--- config.mk ---
export PLATFORM = sky130hd
export DESIGN_NAME = pipe_addsub32_flat
export DESIGN_NICKNAME = d
export VERILOG_FILES = /design/src/rtl/pipe_addsub32_pkg.sv /design/src/rtl/pipe_addsub32_if.sv /design/src/rtl/pipe_addsub32_csa.sv /design/src/rtl/pipe_addsub32.sv /design/src/flat_wrapper.sv
export SDC_FILE = /design/constraint.sdc
export NUM_CORES = 1
export LEC_CHECK = 0
export CORE_UTILIZATION = 29
export CTS_CLUSTER_DIAMETER = 200
export DETAILED_ROUTE_END_ITERATION = 12
export PLACE_DENSITY = 0.46
export SETUP_SLACK_MARGIN = 0.3
export SYNTH_ARGS = -nofsm -noshare
export SYNTH_HDL_FRONTEND = slang
export SYNTH_SLANG_ARGS = --single-unit
--- constraint.sdc ---
create_clock -name clk -period 5.7 [get_ports clk]
set_input_delay 1.71 -clock clk [delete_from_list [all_inputs] [get_ports clk]]
set_output_delay 1.71 -clock clk [all_outputs]
set_load 0.02 [all_outputs]
--- src/rtl/pipe_addsub32_pkg.sv ---
// Shared ALU constants: datapath width and the add/subtract op encoding.
package pipe_addsub32_pkg;
  localparam int   ALU_WIDTH = 32;
  localparam logic OP_ADD    = 1'b0;
  localparam logic OP_SUB    = 1'b1;
endpackage

--- src/rtl/pipe_addsub32_if.sv ---
// Operand/result handshake bundle for the pipelined adder/subtractor.
interface pipe_addsub32_if
  import pipe_addsub32_pkg::*;
#(
  parameter int WIDTH = ALU_WIDTH
);
  logic             in_valid;
  logic             in_ready;
  logic [WIDTH-1:0] din1;
  logic [WIDTH-1:0] din2;
  logic             op_sub;
  logic             out_valid;
  logic             out_ready;
  logic [WIDTH-1:0] dout;
  logic             carry_out;
  logic             overflow;
  logic             zero;

  modport master (
    output in_valid, din1, din2, op_sub, out_ready,
    input  in_ready, out_valid, dout, carry_out, overflow, zero
  );

  modport slave (
    input  in_valid, din1, din2, op_sub, out_ready,
    output in_ready, out_valid, dout, carry_out, overflow, zero
  );
endinterface

--- src/rtl/pipe_addsub32_csa.sv ---
// Carry-select adder: lower part ripples, upper part is precomputed for both
// carries and selected by the lower carry.
module csa16_nov #(
  parameter int WIDTH = 16
) (
  input  logic [WIDTH-1:0] a,
  input  logic [WIDTH-1:0] b,
  input  logic             carry_in,
  output logic [WIDTH-1:0] sum,
  output logic             carry_out
);
  localparam int LW = WIDTH / 2;
  localparam int UW = WIDTH - LW;

  logic [LW:0] lo;
  logic [UW:0] hi0;
  logic [UW:0] hi1;
  logic [UW:0] hi;

  always_comb begin
    lo        = {1'b0, a[LW-1:0]} + {1'b0, b[LW-1:0]} + (LW+1)'(carry_in);
    hi0       = {1'b0, a[WIDTH-1:LW]} + {1'b0, b[WIDTH-1:LW]};
    hi1       = {1'b0, a[WIDTH-1:LW]} + {1'b0, b[WIDTH-1:LW]} + (UW+1)'(1);
    hi        = lo[LW] ? hi1 : hi0;
    sum       = {hi[UW-1:0], lo[LW-1:0]};
    carry_out = hi[UW];
  end
endmodule

--- src/rtl/pipe_addsub32.sv ---
// Two-stage add/sub: low half in stage 1, registered carry feeds the high half
// in stage 2, so the full carry chain never spans one cycle.
module pipe_addsub32
  import pipe_addsub32_pkg::*;
#(
  parameter int WIDTH = ALU_WIDTH
) (
  input  logic           clk,
  input  logic           rst,
  pipe_addsub32_if.slave bus
);
  localparam int HALF = WIDTH / 2;

  function automatic logic ovf_calc(input logic sub, input logic a_msb,
                                    input logic b_msb, input logic r_msb);
    if (sub == OP_ADD) return (a_msb == b_msb) && (r_msb != a_msb);
    else               return (a_msb != b_msb) && (r_msb != a_msb);
  endfunction

  function automatic logic is_zero(input logic [WIDTH-1:0] v);
    return v == '0;
  endfunction

  logic             vld_p1_q, vld_p1_d, vld_p2_q, vld_p2_d;
  logic             s2_free, adv_p1, accept;
  logic [WIDTH-1:0] b_full;
  logic [HALF-1:0]  lo_sum_new, hi_sum;
  logic             lo_c_new, hi_c;
  logic [HALF-1:0]  lo_sum_p1_q, lo_sum_p1_d, hi_a_p1_q, hi_a_p1_d, hi_b_p1_q, hi_b_p1_d;
  logic             lo_c_p1_q, lo_c_p1_d, a_msb_p1_q, a_msb_p1_d;
  logic             b_msb_p1_q, b_msb_p1_d, sub_p1_q, sub_p1_d;
  logic [WIDTH-1:0] dout_p2_q, dout_p2_d, res;
  logic             carry_p2_q, carry_p2_d, ovf_p2_q, ovf_p2_d, zero_p2_q, zero_p2_d;

  assign b_full = (bus.op_sub == OP_SUB) ? ~bus.din2 : bus.din2;

  csa16_nov #(.WIDTH(HALF)) u_lo (
    .a(bus.din1[HALF-1:0]), .b(b_full[HALF-1:0]), .carry_in(bus.op_sub),
    .sum(lo_sum_new), .carry_out(lo_c_new)
  );

  csa16_nov #(.WIDTH(HALF)) u_hi (
    .a(hi_a_p1_q), .b(hi_b_p1_q), .carry_in(lo_c_p1_q),
    .sum(hi_sum), .carry_out(hi_c)
  );

  always_comb begin
    s2_free  = !vld_p2_q || bus.out_ready;
    adv_p1   = vld_p1_q && s2_free;
    accept   = bus.in_valid && (!vld_p1_q || s2_free);
    res      = {hi_sum, lo_sum_p1_q};
    vld_p1_d = accept ? 1'b1 : (adv_p1 ? 1'b0 : vld_p1_q);
    vld_p2_d = adv_p1 ? 1'b1 : (bus.out_ready ? 1'b0 : vld_p2_q);

    // Stage 1: low-half add plus operand capture for the high half
    lo_sum_p1_d = lo_sum_p1_q;
    lo_c_p1_d   = lo_c_p1_q;
    hi_a_p1_d   = hi_a_p1_q;
    hi_b_p1_d   = hi_b_p1_q;
    a_msb_p1_d  = a_msb_p1_q;
    b_msb_p1_d  = b_msb_p1_q;
    sub_p1_d    = sub_p1_q;
    if (accept) begin
      lo_sum_p1_d = lo_sum_new;
      lo_c_p1_d   = lo_c_new;
      hi_a_p1_d   = bus.din1[WIDTH-1:HALF];
      hi_b_p1_d   = b_full[WIDTH-1:HALF];
      a_msb_p1_d  = bus.din1[WIDTH-1];
      b_msb_p1_d  = bus.din2[WIDTH-1];
      sub_p1_d    = bus.op_sub;
    end

    // Stage 2: high-half add and flag generation; held while stalled
    dout_p2_d  = dout_p2_q;
    carry_p2_d = carry_p2_q;
    ovf_p2_d   = ovf_p2_q;
    zero_p2_d  = zero_p2_q;
    if (adv_p1) begin
      dout_p2_d  = res;
      carry_p2_d = hi_c;
      ovf_p2_d   = ovf_calc(sub_p1_q, a_msb_p1_q, b_msb_p1_q, res[WIDTH-1]);
      zero_p2_d  = is_zero(res);
    end
  end

  always_ff @(posedge clk or posedge rst) begin
    if (rst) begin
      vld_p1_q   <= 1'b0;
      vld_p2_q   <= 1'b0;
      dout_p2_q  <= '0;
      carry_p2_q <= 1'b0;
      ovf_p2_q   <= 1'b0;
      zero_p2_q  <= 1'b0;
    end else begin
      vld_p1_q   <= vld_p1_d;
      vld_p2_q   <= vld_p2_d;
      dout_p2_q  <= dout_p2_d;
      carry_p2_q <= carry_p2_d;
      ovf_p2_q   <= ovf_p2_d;
      zero_p2_q  <= zero_p2_d;
    end
  end

  // Stage-1 payload is qualified by vld_p1_q, so it needs no reset
  always_ff @(posedge clk) begin
    lo_sum_p1_q <= lo_sum_p1_d;
    lo_c_p1_q   <= lo_c_p1_d;
    hi_a_p1_q   <= hi_a_p1_d;
    hi_b_p1_q   <= hi_b_p1_d;
    a_msb_p1_q  <= a_msb_p1_d;
    b_msb_p1_q  <= b_msb_p1_d;
    sub_p1_q    <= sub_p1_d;
  end

  assign bus.in_ready  = !vld_p1_q || s2_free;
  assign bus.out_valid = vld_p2_q;
  assign bus.dout      = dout_p2_q;
  assign bus.carry_out = carry_p2_q;
  assign bus.overflow  = ovf_p2_q;
  assign bus.zero      = zero_p2_q;
endmodule

--- src/flat_wrapper.sv ---
// flat-port wrapper written by rule: the top's interface ports become plain ports
module pipe_addsub32_flat import pipe_addsub32_pkg::*;
#(
  parameter int WIDTH = ALU_WIDTH
)
  (clk, rst, bus_in_valid, bus_din1, bus_din2, bus_op_sub, bus_out_ready, bus_in_ready, bus_out_valid, bus_dout, bus_carry_out, bus_overflow, bus_zero);
  pipe_addsub32_if #(.WIDTH(WIDTH)) bus_i ();
  input  logic clk;
  input  logic rst;
  input wire logic [$bits(bus_i.in_valid)-1:0] bus_in_valid;
  input wire logic [$bits(bus_i.din1)-1:0] bus_din1;
  input wire logic [$bits(bus_i.din2)-1:0] bus_din2;
  input wire logic [$bits(bus_i.op_sub)-1:0] bus_op_sub;
  input wire logic [$bits(bus_i.out_ready)-1:0] bus_out_ready;
  output wire logic [$bits(bus_i.in_ready)-1:0] bus_in_ready;
  output wire logic [$bits(bus_i.out_valid)-1:0] bus_out_valid;
  output wire logic [$bits(bus_i.dout)-1:0] bus_dout;
  output wire logic [$bits(bus_i.carry_out)-1:0] bus_carry_out;
  output wire logic [$bits(bus_i.overflow)-1:0] bus_overflow;
  output wire logic [$bits(bus_i.zero)-1:0] bus_zero;
  assign bus_i.in_valid = bus_in_valid;
  assign bus_i.din1 = bus_din1;
  assign bus_i.din2 = bus_din2;
  assign bus_i.op_sub = bus_op_sub;
  assign bus_i.out_ready = bus_out_ready;
  assign bus_in_ready = bus_i.in_ready;
  assign bus_out_valid = bus_i.out_valid;
  assign bus_dout = bus_i.dout;
  assign bus_carry_out = bus_i.carry_out;
  assign bus_overflow = bus_i.overflow;
  assign bus_zero = bus_i.zero;
  pipe_addsub32 #(.WIDTH(WIDTH)) u_core (.clk(clk), .rst(rst), .bus(bus_i));
endmodule
==> metrics.md <==
| Metric | Value |
|---|---|
| Status | complete, no violations |
| Final setup viols | 0 |
| CTS Root Cell | clkbuf_16 |
| Share of layout cells above drive strength 1 | approximately an eighth |
| First-pass DRT Iterations | 4 |
| DIE AREA | around 0.018 mm² |
| Final antenna-violating net count | 0 |
| Critical path peak fanout | 3 |
| Bufs on Longest Clock Path | 2 |
| Highest Clock Rate | roughly 220 MHz |
| Hold Buf Count CTS | 0 |
| Number of global-route vias before repair | around 3600 |
| Clock transition at path regs | roughly 0.060 ns |
| Slew HR | between 30% and 40% |
| Num CTS Buffers | 9 |
| Resized cells post-CTS | 0 |
| Worst-margin pin slew | 0.969 ns |
| Initial antenna violation count | 0 |
| Initial Util | 29.6% |
| Leading area contributor after synthesis | edfxtp_1 |
| Final cell count without fillers | roughly 760 |
| I/O Pins | between 100 and 150 |
| P per Cell Area | between 300 and 400 mW/mm² |
| DR vias | between 3000 and 4000 |
| Total grt overflow | 0 |
| Port Buffers | 105 |
| Crit path capture type | output port |
| GRT Util Overall | between 10% and 20% |
| Startpoint Class | input pin |
| Via density | approximately 4.6 |
| Placed insts | between 700 and 800 |
| Commonest cells post-synth | 51 x edfxtp_1, 50 x xor2_1, 37 x dfrtp_1, 32 x ha_1, 28 x nand2_1 |
| Hpwl dp | 8310 µm |
| CTS tree | yes |
| Worst hold slack | 0.481 ns |
| Nets | 640 |
| Chip width | 135 µm |
| Most common cell in the netlist | edfxtp_1 |
| Mapped Area | between 0.005 and 0.006 mm² |
| Async set or reset register ratio after synthesis | about 42% |
| Area delta synth->final | 31.1% |
| Synth area leaders | edfxtp_1 30%, dfrtp_1 18%, xor2_1 8.6% |
| CTS sink cnt | just under 90 |
| Crit. Startpoint | bus_out_ready |
| Yosys cell types | 67 |
| Setup Fix Bufs, Post-CTS | 0 |
| Worst hold start | u_core.bus.dout[28]$_DFFE_PP0P_ |
| Max-cap viol count | 0 |
| Reg2reg start | u_core.lo_c_p1_q$_DFFE_PP_ |
| Largest net degree at the start of global routing | 50 |
| Mapped Nets | 530 |
| H-tree depth | 3 |
| Core Region | about 0.017 mm² |
| Slew Viols, Final | 0 |
| GPL Wtd Cong | a little under 0.8 |
| DRC viols | 0 |
| Worst Path Arrival | approximately 3 ns |
| Max rail drop VDD | 0.122 mV |
| # diodes | 0 |
| Starting DRT DRC Count | roughly 160 |
| Warning count from the yosys run | 0 |
| DR WL/cell | 14.5 µm |
| Min-Delay Path Depth | 2 |
| Skew final | about 0.0076 ns |
| WL final | around 11000 µm |
| Primary FF master, synth | edfxtp_1 |
| Min cycle time layout | about 4.6 ns |
| Unrepaired setup endpoints after global routing | no |
| Post-synth top area share | a little under a third |
| Critical path data required time | approximately 4 ns |
| Site Rows | 48 |
| Register area share after synthesis | ~48% |
| Final period util | 81.5% |
| Final hold vios | 0 |
| Seq cells post-synth | 88 |
| Vert. Die Dim | approximately 130 µm |
| Hold Crit Class | flip-flop to flip-flop |
| Static Leak | 2.59 nW |
| Clock Latency Late Sink | 0.34 ns |
| Syn avg cell area | 12.0 µm² |
| EDFF count, synth | 51 |
| Setup tns final | 0 ns |
| First-pass GRT wire length | between 15000 and 20000 µm |
| Synth Instances | 424 |
| R2R cell count | 10 |
| Filler cell count | between 1500 and 2000 |
| Worst setup path class | input pin to output port |
state kept, by name (all words and copies together), names as in the netlist, 15 cells and up:
| signal | flops |
|---|---|
| u_core.hi_a_p1_q | 15 |
| u_core.bus.dout | 32 |
| u_core.hi_b_p1_q | 16 |
| u_core.lo_sum_p1_q | 16 |
path summary, 6_finish.rpt:
kind / endpoint / slack [ns]
max in group asynchronous: u_core.bus.dout[20]$_DFFE_PP0P_ / 3.55
worst max register to register: u_core.bus.overflow$_DFFE_PP0P_ / 2.64
worst min-delay path: u_core.bus.dout[28]$_DFFE_PP0P_ / 0.48
min in group asynchronous: u_core.bus.dout[30]$_DFFE_PP0P_ / 1.79
worst max-delay path: bus_in_ready / 1.05
worst min register to register: u_core.bus.dout[28]$_DFFE_PP0P_ / 0.48
critical path: stages:
cell and delay, ns:
clkdlybuf4s50_1 0.46, nand3b_1 0.14, clkdlybuf4s50_1 0.62
cell usage in the layout, fill, tap and decap left out, types with 3 or more instances in the layout:
master,n
nor4_1,3
nand2_1,27
a21o_1,6
a211oi_2,3
a21oi_1,12
clkbuf_16,9
a211o_1,5
o21ai_1,8
xnor2_1,18
mux2_2,21
o21ai_0,15
inv_1,14
buf_4,4
nand3b_1,3
o21a_1,7
xor2_1,50
o21bai_1,5
nand4_1,6
edfxtp_1,51
nand3_1,5
nor2_1,19
dfrtp_1,37
nor3_1,7
clkdlybuf4s50_1,104
or3_1,3
fa_1,5
nand2b_1,4
ha_1,32
layer usage:
metal  vias up  GRT usage, %  routed length (µm)
met3        11          4.28                 706
met5         -             0                   0
li1       1758             -                   -
met4         0          4.74                 155
met2        78          22.1                5470
met1      1668          15.0                4730
metrics by stage:
stage / setup WS, ns / utilization (%) / cell area, µm² / total power, mW
after global placement: 1.08 / 37.2 / 6420 / 1.63
after CTS: 1.05 / 38.8 / 6690 / 2.20
final: 1.05 / 38.8 / 6690 / 2.16
after floorplan: 1.15 / - / 5100 / 1.33
after detailed placement: 1.06 / 37.2 / 6420 / 1.64
after global routing: 1.03 / 38.8 / 6690 / 2.29
logic make-up after synthesis:
kind of cell,after synthesis,synth area share (%)
compound gates,86,12.4
xor+xnor,70,12.3
fa+ha+maj,37,9.81
buf+inv,25,2.04
flops,88,48.2
mux,23,5.03
simple gates,95,10.3
area by class of cell:
cell class | instances | area (µm²) | share of cell area, %
well taps | 225 | 282 | 4.21
clock buffers | 9 | 225 | 3.37
clock inverters | 7 | 46.3 | 0.692
flip-flops and latches | 88 | 2460 | 36.7
repair buffers | 109 | 1080 | 16.1
inverters | 15 | 56.3 | 0.842
multi-input cells | 311 | 2540 | 38.1
power breakdown:
part | total [mW] | switching, mW | internal [mW]
Clock | 0.547 | 0.252 | 0.294
Combinational | 0.750 | 0.385 | 0.365
Sequential | 0.865 | 0.0607 | 0.804
Total | 2.16 | 0.698 | 1.46
Note: power is estimated with default switching activity, not from simulation.
